`config.mk`:
```
export PLATFORM = sky130hd
export DESIGN_NAME = mem_access_stage_flat
export DESIGN_NICKNAME = d
export VERILOG_FILES = /design/src/rtl/mem_access_stage_pkg.sv /design/src/rtl/mem_access_stage_if.sv /design/src/rtl/mem_access_stage_bus_ctrl.sv /design/src/rtl/mem_access_stage.sv /design/src/flat_wrapper.sv
export SDC_FILE = /design/constraint.sdc
export NUM_CORES = 1
export LEC_CHECK = 0
export BUFFER_PORTS_ARGS = -buffer_cell sky130_fd_sc_hd__clkbuf_2
export CORE_MARGIN = 2
export CORE_UTILIZATION = 40
export DETAILED_ROUTE_END_ITERATION = 10
export PLACE_DENSITY = 0.85
export REMOVE_ABC_BUFFERS = 1
export SYNTH_ARGS = -nofsm -noshare
export SYNTH_HDL_FRONTEND = slang
export SYNTH_SLANG_ARGS = --single-unit
```
`constraint.sdc`:
```
create_clock -name CLK -period 2.17 [get_ports CLK]
set_input_delay 0.217 -clock CLK [delete_from_list [all_inputs] [get_ports CLK]]
set_output_delay 0.217 -clock CLK [all_outputs]
set_load 0.02 [all_outputs]
```
`src/rtl/mem_access_stage_pkg.sv`:
```
// rtl/mem_access_stage_pkg.sv - shared types and widths for the MEM pipeline stage
package mips_pipe_pkg;

  localparam int WORD_W     = 32;
  localparam int REG_ADDR_W = 5;

  typedef enum logic [1:0] {
    IDLE = 2'd0,
    REQ  = 2'd1,
    WAIT = 2'd2
  } mem_state_t;

endpackage

```
`src/rtl/mem_access_stage_if.sv`:
```
// rtl/mem_access_stage_if.sv - data-memory req/gnt/rvalid bus
// master: stage side (drives request, address, write data, write enable)
// slave : memory side (drives grant, read-valid, read data)
interface mem_access_stage_if;

  logic                             dmem_req;
  logic                             dmem_we;
  logic [mips_pipe_pkg::WORD_W-1:0] dmem_addr;
  logic [mips_pipe_pkg::WORD_W-1:0] dmem_wdata;
  logic                             dmem_gnt;
  logic                             dmem_rvalid;
  logic [mips_pipe_pkg::WORD_W-1:0] dmem_rdata;

  modport master (
    output dmem_req, dmem_we, dmem_addr, dmem_wdata,
    input  dmem_gnt, dmem_rvalid, dmem_rdata
  );

  modport slave (
    input  dmem_req, dmem_we, dmem_addr, dmem_wdata,
    output dmem_gnt, dmem_rvalid, dmem_rdata
  );

endinterface

```
`src/rtl/mem_access_stage_bus_ctrl.sv`:
```
// rtl/mem_access_stage_bus_ctrl.sv - data-memory access FSM with timeout
// clk/rst_n      : clock (falling-edge state), async active-low reset
// start          : aligned load/store presented while idle
// is_read/is_write, addr, wdata : access description from EX/MEM
// bus            : memory bus (master side)
// busy           : an access is outstanding (REQ or WAIT)
// done/abort     : access completes / is abandoned on the coming edge
// stall, rdata   : upstream hold, read data from the bus
module dmem_bus_ctrl
  import mips_pipe_pkg::*;
#(
  parameter int TIMEOUT = 15,
  parameter int CNT_W   = 8
) (
  input  logic               clk,
  input  logic               rst_n,
  input  logic               start,
  input  logic               is_read,
  input  logic               is_write,
  input  logic [WORD_W-1:0]  addr,
  input  logic [WORD_W-1:0]  wdata,
  mem_access_stage_if.master bus,
  output logic               busy,
  output logic               done,
  output logic               abort,
  output logic               stall,
  output logic [WORD_W-1:0]  rdata
);

  localparam logic [1:0]       S_IDLE   = IDLE;
  localparam logic [1:0]       S_REQ    = REQ;
  localparam logic [1:0]       S_WAIT   = WAIT;
  // Abort fires in the cycle that would make the count reach TIMEOUT.
  localparam logic [CNT_W-1:0] CNT_LAST = CNT_W'(TIMEOUT - 1);

  logic [1:0]       state, state_next;
  logic [CNT_W-1:0] cnt, cnt_next;
  logic             req;
  logic             accepted;

  // A store finishes on grant; a load needs grant and data together.
  assign accepted = bus.dmem_gnt && (!is_read || bus.dmem_rvalid);

  always_comb begin
    state_next = state;
    cnt_next   = cnt;
    req        = 1'b0;
    done       = 1'b0;
    abort      = 1'b0;
    case (state)
      S_IDLE: begin
        cnt_next = '0;
        if (start) begin
          req = 1'b1;
          if (accepted)          done       = 1'b1;
          else if (bus.dmem_gnt) state_next = S_WAIT;
          else                   state_next = S_REQ;
        end
      end
      S_REQ: begin
        req      = 1'b1;
        cnt_next = cnt + 1'b1;
        if (accepted) begin
          done       = 1'b1;
          state_next = S_IDLE;
        end else if (cnt == CNT_LAST) begin
          abort      = 1'b1;
          state_next = S_IDLE;
        end else if (bus.dmem_gnt) begin
          state_next = S_WAIT;
        end
      end
      S_WAIT: begin
        cnt_next = cnt + 1'b1;
        if (bus.dmem_rvalid) begin
          done       = 1'b1;
          state_next = S_IDLE;
        end else if (cnt == CNT_LAST) begin
          abort      = 1'b1;
          state_next = S_IDLE;
        end
      end
      default: state_next = S_IDLE;
    endcase
  end

  always_ff @(negedge clk or negedge rst_n) begin
    if (!rst_n) begin
      state <= S_IDLE;
      cnt   <= '0;
    end else begin
      state <= state_next;
      cnt   <= cnt_next;
    end
  end

  assign busy = (state != S_IDLE);
  // Releasing stall on abort lets upstream move past the failed access.
  assign stall = rst_n && (busy || start) && !done && !abort;

  assign bus.dmem_req   = rst_n && req;
  assign bus.dmem_we    = is_write && !is_read;
  assign bus.dmem_addr  = addr;
  assign bus.dmem_wdata = wdata;
  assign rdata          = bus.dmem_rdata;

endmodule

```
`src/rtl/mem_access_stage.sv`:
```
// rtl/mem_access_stage.sv - MEM stage: data access, misalignment check, MEM/WB register
// CLK/RSTn          : clock (falling-edge state), async active-low reset
// *3_4 inputs       : EX/MEM register outputs
// dmem              : data-memory bus (master side)
// stall_mem         : hold EX/MEM and earlier stages
// mem_fault         : one-cycle pulse on misaligned or timed-out access
// *4_5 outputs      : MEM/WB register
module mem_access_stage
  import mips_pipe_pkg::*;
#(
  parameter int TIMEOUT = 15,
  parameter int CNT_W   = 8
) (
  input  logic                  CLK,
  input  logic                  RSTn,
  input  logic [WORD_W-1:0]     ALUresult3_4,
  input  logic [WORD_W-1:0]     store_data3_4,
  input  logic [REG_ADDR_W-1:0] Wreg_addr3_4,
  input  logic                  RegWrite3_4,
  input  logic                  MemWrite3_4,
  input  logic                  MemRead3_4,
  input  logic                  MemtoReg3_4,
  mem_access_stage_if.master    dmem,
  output logic                  stall_mem,
  output logic                  mem_fault,
  output logic [WORD_W-1:0]     rdata4_5,
  output logic [WORD_W-1:0]     ALUresult4_5,
  output logic [REG_ADDR_W-1:0] Wreg_addr4_5,
  output logic                  RegWrite4_5,
  output logic                  MemtoReg4_5
);

  logic              op, aligned, start, misaligned, is_store;
  logic              busy, done, abort, capture;
  logic [WORD_W-1:0] bus_rdata;

  assign op         = MemRead3_4 || MemWrite3_4;
  assign aligned    = (ALUresult3_4[1:0] == 2'b00);
  assign start      = op && aligned && !busy;
  assign misaligned = op && !aligned && !busy;
  assign is_store   = MemWrite3_4 && !MemRead3_4;
  // Non-memory ops pass straight through; memory ops only on completion.
  assign capture    = done || (!busy && !op);
  assign mem_fault  = RSTn && (misaligned || abort);

  dmem_bus_ctrl #(
    .TIMEOUT (TIMEOUT),
    .CNT_W   (CNT_W)
  ) u_bus_ctrl (
    .clk      (CLK),
    .rst_n    (RSTn),
    .start    (start),
    .is_read  (MemRead3_4),
    .is_write (MemWrite3_4),
    .addr     (ALUresult3_4),
    .wdata    (store_data3_4),
    .bus      (dmem),
    .busy     (busy),
    .done     (done),
    .abort    (abort),
    .stall    (stall_mem),
    .rdata    (bus_rdata)
  );

  always_ff @(negedge CLK or negedge RSTn) begin
    if (!RSTn) begin
      rdata4_5     <= '0;
      ALUresult4_5 <= '0;
      Wreg_addr4_5 <= '0;
      RegWrite4_5  <= 1'b0;
      MemtoReg4_5  <= 1'b0;
    end else if (capture) begin
      rdata4_5     <= (done && MemRead3_4) ? bus_rdata : '0;
      ALUresult4_5 <= ALUresult3_4;
      Wreg_addr4_5 <= Wreg_addr3_4;
      RegWrite4_5  <= RegWrite3_4 && !is_store;
      MemtoReg4_5  <= MemtoReg3_4;
    end else begin
      // Bubble: only the write enable matters downstream.
      RegWrite4_5  <= 1'b0;
    end
  end

endmodule

```
`src/flat_wrapper.sv`:
```
// flat-port wrapper written by rule: the top's interface ports become plain ports
module mem_access_stage_flat import mips_pipe_pkg::*;
#(
  parameter int TIMEOUT = 15,
  parameter int CNT_W   = 8
)
  (CLK, RSTn, ALUresult3_4, store_data3_4, Wreg_addr3_4, RegWrite3_4, MemWrite3_4, MemRead3_4, MemtoReg3_4, stall_mem, mem_fault, rdata4_5, ALUresult4_5, Wreg_addr4_5, RegWrite4_5, MemtoReg4_5, dmem_dmem_req, dmem_dmem_we, dmem_dmem_addr, dmem_dmem_wdata, dmem_dmem_gnt, dmem_dmem_rvalid, dmem_dmem_rdata);
  mem_access_stage_if dmem_i ();
  input  logic CLK;
  input  logic RSTn;
  input  logic [WORD_W-1:0] ALUresult3_4;
  input  logic [WORD_W-1:0] store_data3_4;
  input  logic [REG_ADDR_W-1:0] Wreg_addr3_4;
  input  logic RegWrite3_4;
  input  logic MemWrite3_4;
  input  logic MemRead3_4;
  input  logic MemtoReg3_4;
  output logic stall_mem;
  output logic mem_fault;
  output logic [WORD_W-1:0] rdata4_5;
  output logic [WORD_W-1:0] ALUresult4_5;
  output logic [REG_ADDR_W-1:0] Wreg_addr4_5;
  output logic RegWrite4_5;
  output logic MemtoReg4_5;
  output wire logic [$bits(dmem_i.dmem_req)-1:0] dmem_dmem_req;
  output wire logic [$bits(dmem_i.dmem_we)-1:0] dmem_dmem_we;
  output wire logic [$bits(dmem_i.dmem_addr)-1:0] dmem_dmem_addr;
  output wire logic [$bits(dmem_i.dmem_wdata)-1:0] dmem_dmem_wdata;
  input wire logic [$bits(dmem_i.dmem_gnt)-1:0] dmem_dmem_gnt;
  input wire logic [$bits(dmem_i.dmem_rvalid)-1:0] dmem_dmem_rvalid;
  input wire logic [$bits(dmem_i.dmem_rdata)-1:0] dmem_dmem_rdata;
  assign dmem_dmem_req = dmem_i.dmem_req;
  assign dmem_dmem_we = dmem_i.dmem_we;
  assign dmem_dmem_addr = dmem_i.dmem_addr;
  assign dmem_dmem_wdata = dmem_i.dmem_wdata;
  assign dmem_i.dmem_gnt = dmem_dmem_gnt;
  assign dmem_i.dmem_rvalid = dmem_dmem_rvalid;
  assign dmem_i.dmem_rdata = dmem_dmem_rdata;
  mem_access_stage #(.TIMEOUT(TIMEOUT), .CNT_W(CNT_W)) u_core (.CLK(CLK), .RSTn(RSTn), .ALUresult3_4(ALUresult3_4), .store_data3_4(store_data3_4), .Wreg_addr3_4(Wreg_addr3_4), .RegWrite3_4(RegWrite3_4), .MemWrite3_4(MemWrite3_4), .MemRead3_4(MemRead3_4), .MemtoReg3_4(MemtoReg3_4), .dmem(dmem_i), .stall_mem(stall_mem), .mem_fault(mem_fault), .rdata4_5(rdata4_5), .ALUresult4_5(ALUresult4_5), .Wreg_addr4_5(Wreg_addr4_5), .RegWrite4_5(RegWrite4_5), .MemtoReg4_5(MemtoReg4_5));
endmodule
```
==> summary.md <==
| Metric | Value |
|---|---|
| Worst skew pair latency | 0.33 ns |
| Critical path capture point type | output port |
| Die H | 102 um |
| Top-area cell type share of the netlist area | 52.9% |
| PortBufs | 183 |
| Final Hold Vio Count | 0 |
| # nets final | 649 |
| Core region area | 9280 um^2 |
| Worst setup margin | -0.976 ns |
| Status | finished, violations left |
| Yosys cell types | 37 |
| # placed instances | 579 |
| Hold Slack | 0.434 ns |
| WP buf/inv | 4 |
| Most frequent cell after synthesis | dfrtn_1 |
| # IOs | 248 |
| Multi-input gate area | 1500 um^2 |
| CTS max path bufs | 2 |
| Routability-driven placement congestion ratio | 0.923 |
| Setup TNS | -52.45 ns |
| Die area | 10400 um^2 |
| Avg WL per Cell | 23.2 um |
| Crit path cell chain | inv_2 > ha_4 > buf_6 > o21ai_4 > buf_6 > nor2_2 > o21a_1 > clkbuf_8 |
| Starting Density | 41.2% |
| CP most frequent cell | buf_6 |
| Pleak | 3.40 nW |
| Post-synth top cells | 81 x dfrtn_1, 64 x buf_4, 37 x mux2_2 |
| Cell taking the most area after synthesis | dfrtn_1 |
| RSZ-0062 raised after global routing | yes |
| Required @ worst endpoint | 1.95 ns |
| Non-Filler Instances | 668 |
| Crit path arrival time | 2.93 ns |
| Antenna diodes | 0 |
| Initial antenna violation count | 0 |
| First-pass GRT wire length | 19.3 mm |
| Vias per cell | 5.22 |
| GR Overflow Total | 0 |
| Avg Cell Area, Syn | 12.4 um^2 |
| Final ANT Viol Nets | 0 |
| Synthesized area | 3830 um^2 |
| Number of max-cap violations | 0 |
| Via count | 3484 |
| P&R area growth vs syn | 73.6% |
| CP Launch Type | register |
| CTS sink count | 81 |
| Setup violators final | 146 |
| FFs w/ async S/R, synth | 100% |
| Die width | 102 um |
| Sequential share of the synthesized area | 52.9% |
| Hold Buf Count CTS | 0 |
| Number of flops mapped to enable cells by yosys | 0 |
| VDD IR-drop max | 0.000735 V |
| Syn. warnings | 0 |
| GRT Total Usage | 25.1% |
| Clock skew | 0.00815 ns |
| Clk slew on worst S/H paths | 0.06 ns |
| Routed wire length | 15.5 mm |
| Mapped Cells | 310 |
| Vias in the first global route | 3560 |
| TritonCTS clock tree | done |
| Crit-path max cell delay | 0.52 ns |
| Htree depth | 3 |
| DR pass1 iterations | 4 |
| Critical-path top delay cell | dfrtn_1 |
| Synth Register Bits | 81 |
| Largest net degree at the start of global routing | 38 |
| Row Count | 35 |
| Fill cell count | 550 |
| Leading post-synthesis cells by cell area | dfrtn_1 53%, buf_4 13%, mux2_2 11%, a22o_1 7.5%, ha_1 2.0% |
| Register Area | 2030 um^2 |
| WS Path Type | reg2out |
| Class of the worst hold path | in2out |
| DRC | 0 |
| Initial DRC count | 138 |
| Least-Margin Pin Slew | 0.353 ns |
| Final Util | 71.6% |
| CP top delay family | flip-flops |
| CTS root buf | clkbuf_8 |
| Failing checks | setup timing |
| CP Max Fanout | 4 |
| Power Density | 1560 nW/um^2 |
| Max Slew Vio Count | 0 |
| Ys flop type | dfrtn_1 |
| Relative max-transition margin | 76.3% |
| DP HPWL | 7.83 mm |
| Share of cells above drive strength 1 | 68.5% |
| Number of CTS-inserted buffers | 9 |
==> cell usage in the layout (no fill, tap or decap), types with 2 or more instances in the layout <==
cell type,count
mux2i_1,2
clkbuf_8,82
inv_1,2
inv_6,2
xnor2_1,2
buf_8,2
o21a_1,2
mux2_4,34
a21oi_1,2
ha_4,2
nand3_1,2
buf_16,6
a21o_1,2
dfrtn_1,81
nand2b_1,3
nor2_1,6
buf_12,8
mux2_2,4
buf_6,21
buf_4,70
nor2b_4,2
nand2_1,11
nand2b_4,2
inv_2,3
clkbuf_2,107
nor2b_1,2
o21ai_0,8
ha_2,2
nor3_1,3
nor2_4,2
a22o_1,33
clkbuf_16,2
ha_1,2
==> routing by layer <==
| metal | up-vias | wire length (um) | track usage, % |
|---|---|---|---|
| met1 | 1749 | 5660 | 27.7 |
| met2 | 219 | 8090 | 42.8 |
| met3 | 35 | 1270 | 9.37 |
| li1 | 1481 | - | - |
| met5 | - | 0 | 0.962 |
| met4 | 0 | 448 | 12.0 |
==> area by class of cell <==
type                       count  share of cell area, %
multi-input combinational    148                   22.6
inverter                       5                  0.282
timing repair buffer         289                   41.0
clock inverter                 6                   1.09
clock buffer                  10                   2.07
sequential                    81                   30.5
tap                          129                   2.43
==> path summary, 6_finish.rpt <==
check	from	endpoint	slack, ns	cells past startpoint
max in group asynchronous	RSTn	u_core.rdata4_5[13]$_DFFE_NN0P_	1.00	2
max	u_core.u_bus_ctrl.state[1]$_DFFE_NN0P_	mem_fault	-0.98	8
min reg2reg	u_core.rdata4_5[28]$_DFFE_NN0P_	u_core.rdata4_5[28]$_DFFE_NN0P_	0.47	1
min in group asynchronous	RSTn	u_core.u_bus_ctrl.cnt[6]$_DFFE_NN0N_	0.69	1
max reg2reg	u_core.u_bus_ctrl.state[1]$_DFFE_NN0P_	u_core.rdata4_5[3]$_DFFE_NN0P_	-0.43	16
min	store_data3_4[7]	dmem_dmem_wdata[7]	0.43	0
==> flip-flops by register name (all words and copies together) (netlist names) <==
name / flops
u_core.rdata4_5: 32
u_core.u_bus_ctrl.cnt: 8
u_core.Wreg_addr4_5: 5
u_core.MemtoReg4_5: 1
u_core.u_bus_ctrl.state: 2
u_core.ALUresult4_5: 32
u_core.RegWrite4_5: 1
==> per-stage QoR <==
stage | worst slack, ns | power [W] | area (um^2)
2_1_floorplan | -1.26 | 0.00452 | 3270
3_3_place_gp | -0.730 | 0.00576 | 4650
3_5_place_dp | -0.837 | 0.00590 | 4650
4_1_cts | -0.912 | 0.00918 | 6150
5_1_grt | -1.02 | 0.0108 | 6650
6_report | -0.976 | 0.0104 | 6650
==> report_power, final <==
group          internal [W]  switching (W)
clock network      0.000580       0.000595
registers           0.00221       0.000523
logic               0.00382        0.00266
==> cells by family after synthesis <==
kind of cell | synth area share [%]
xor+xnor | 0.458
mux | 11.7
compound gates | 12.3
flops | 52.9
buf+inv | 15.1
fa+ha+maj | 1.96
simple gates | 5.56
==> timing repair <==
item | in CTS | in global routing
pin swaps | 17 | 11
setup buffers | 30 | 36
gates resized for setup | 204 | 54
endpoints found under the setup margin | 145 | 147
cloned | 7 | 2
(Power assumes the default switching activity.)
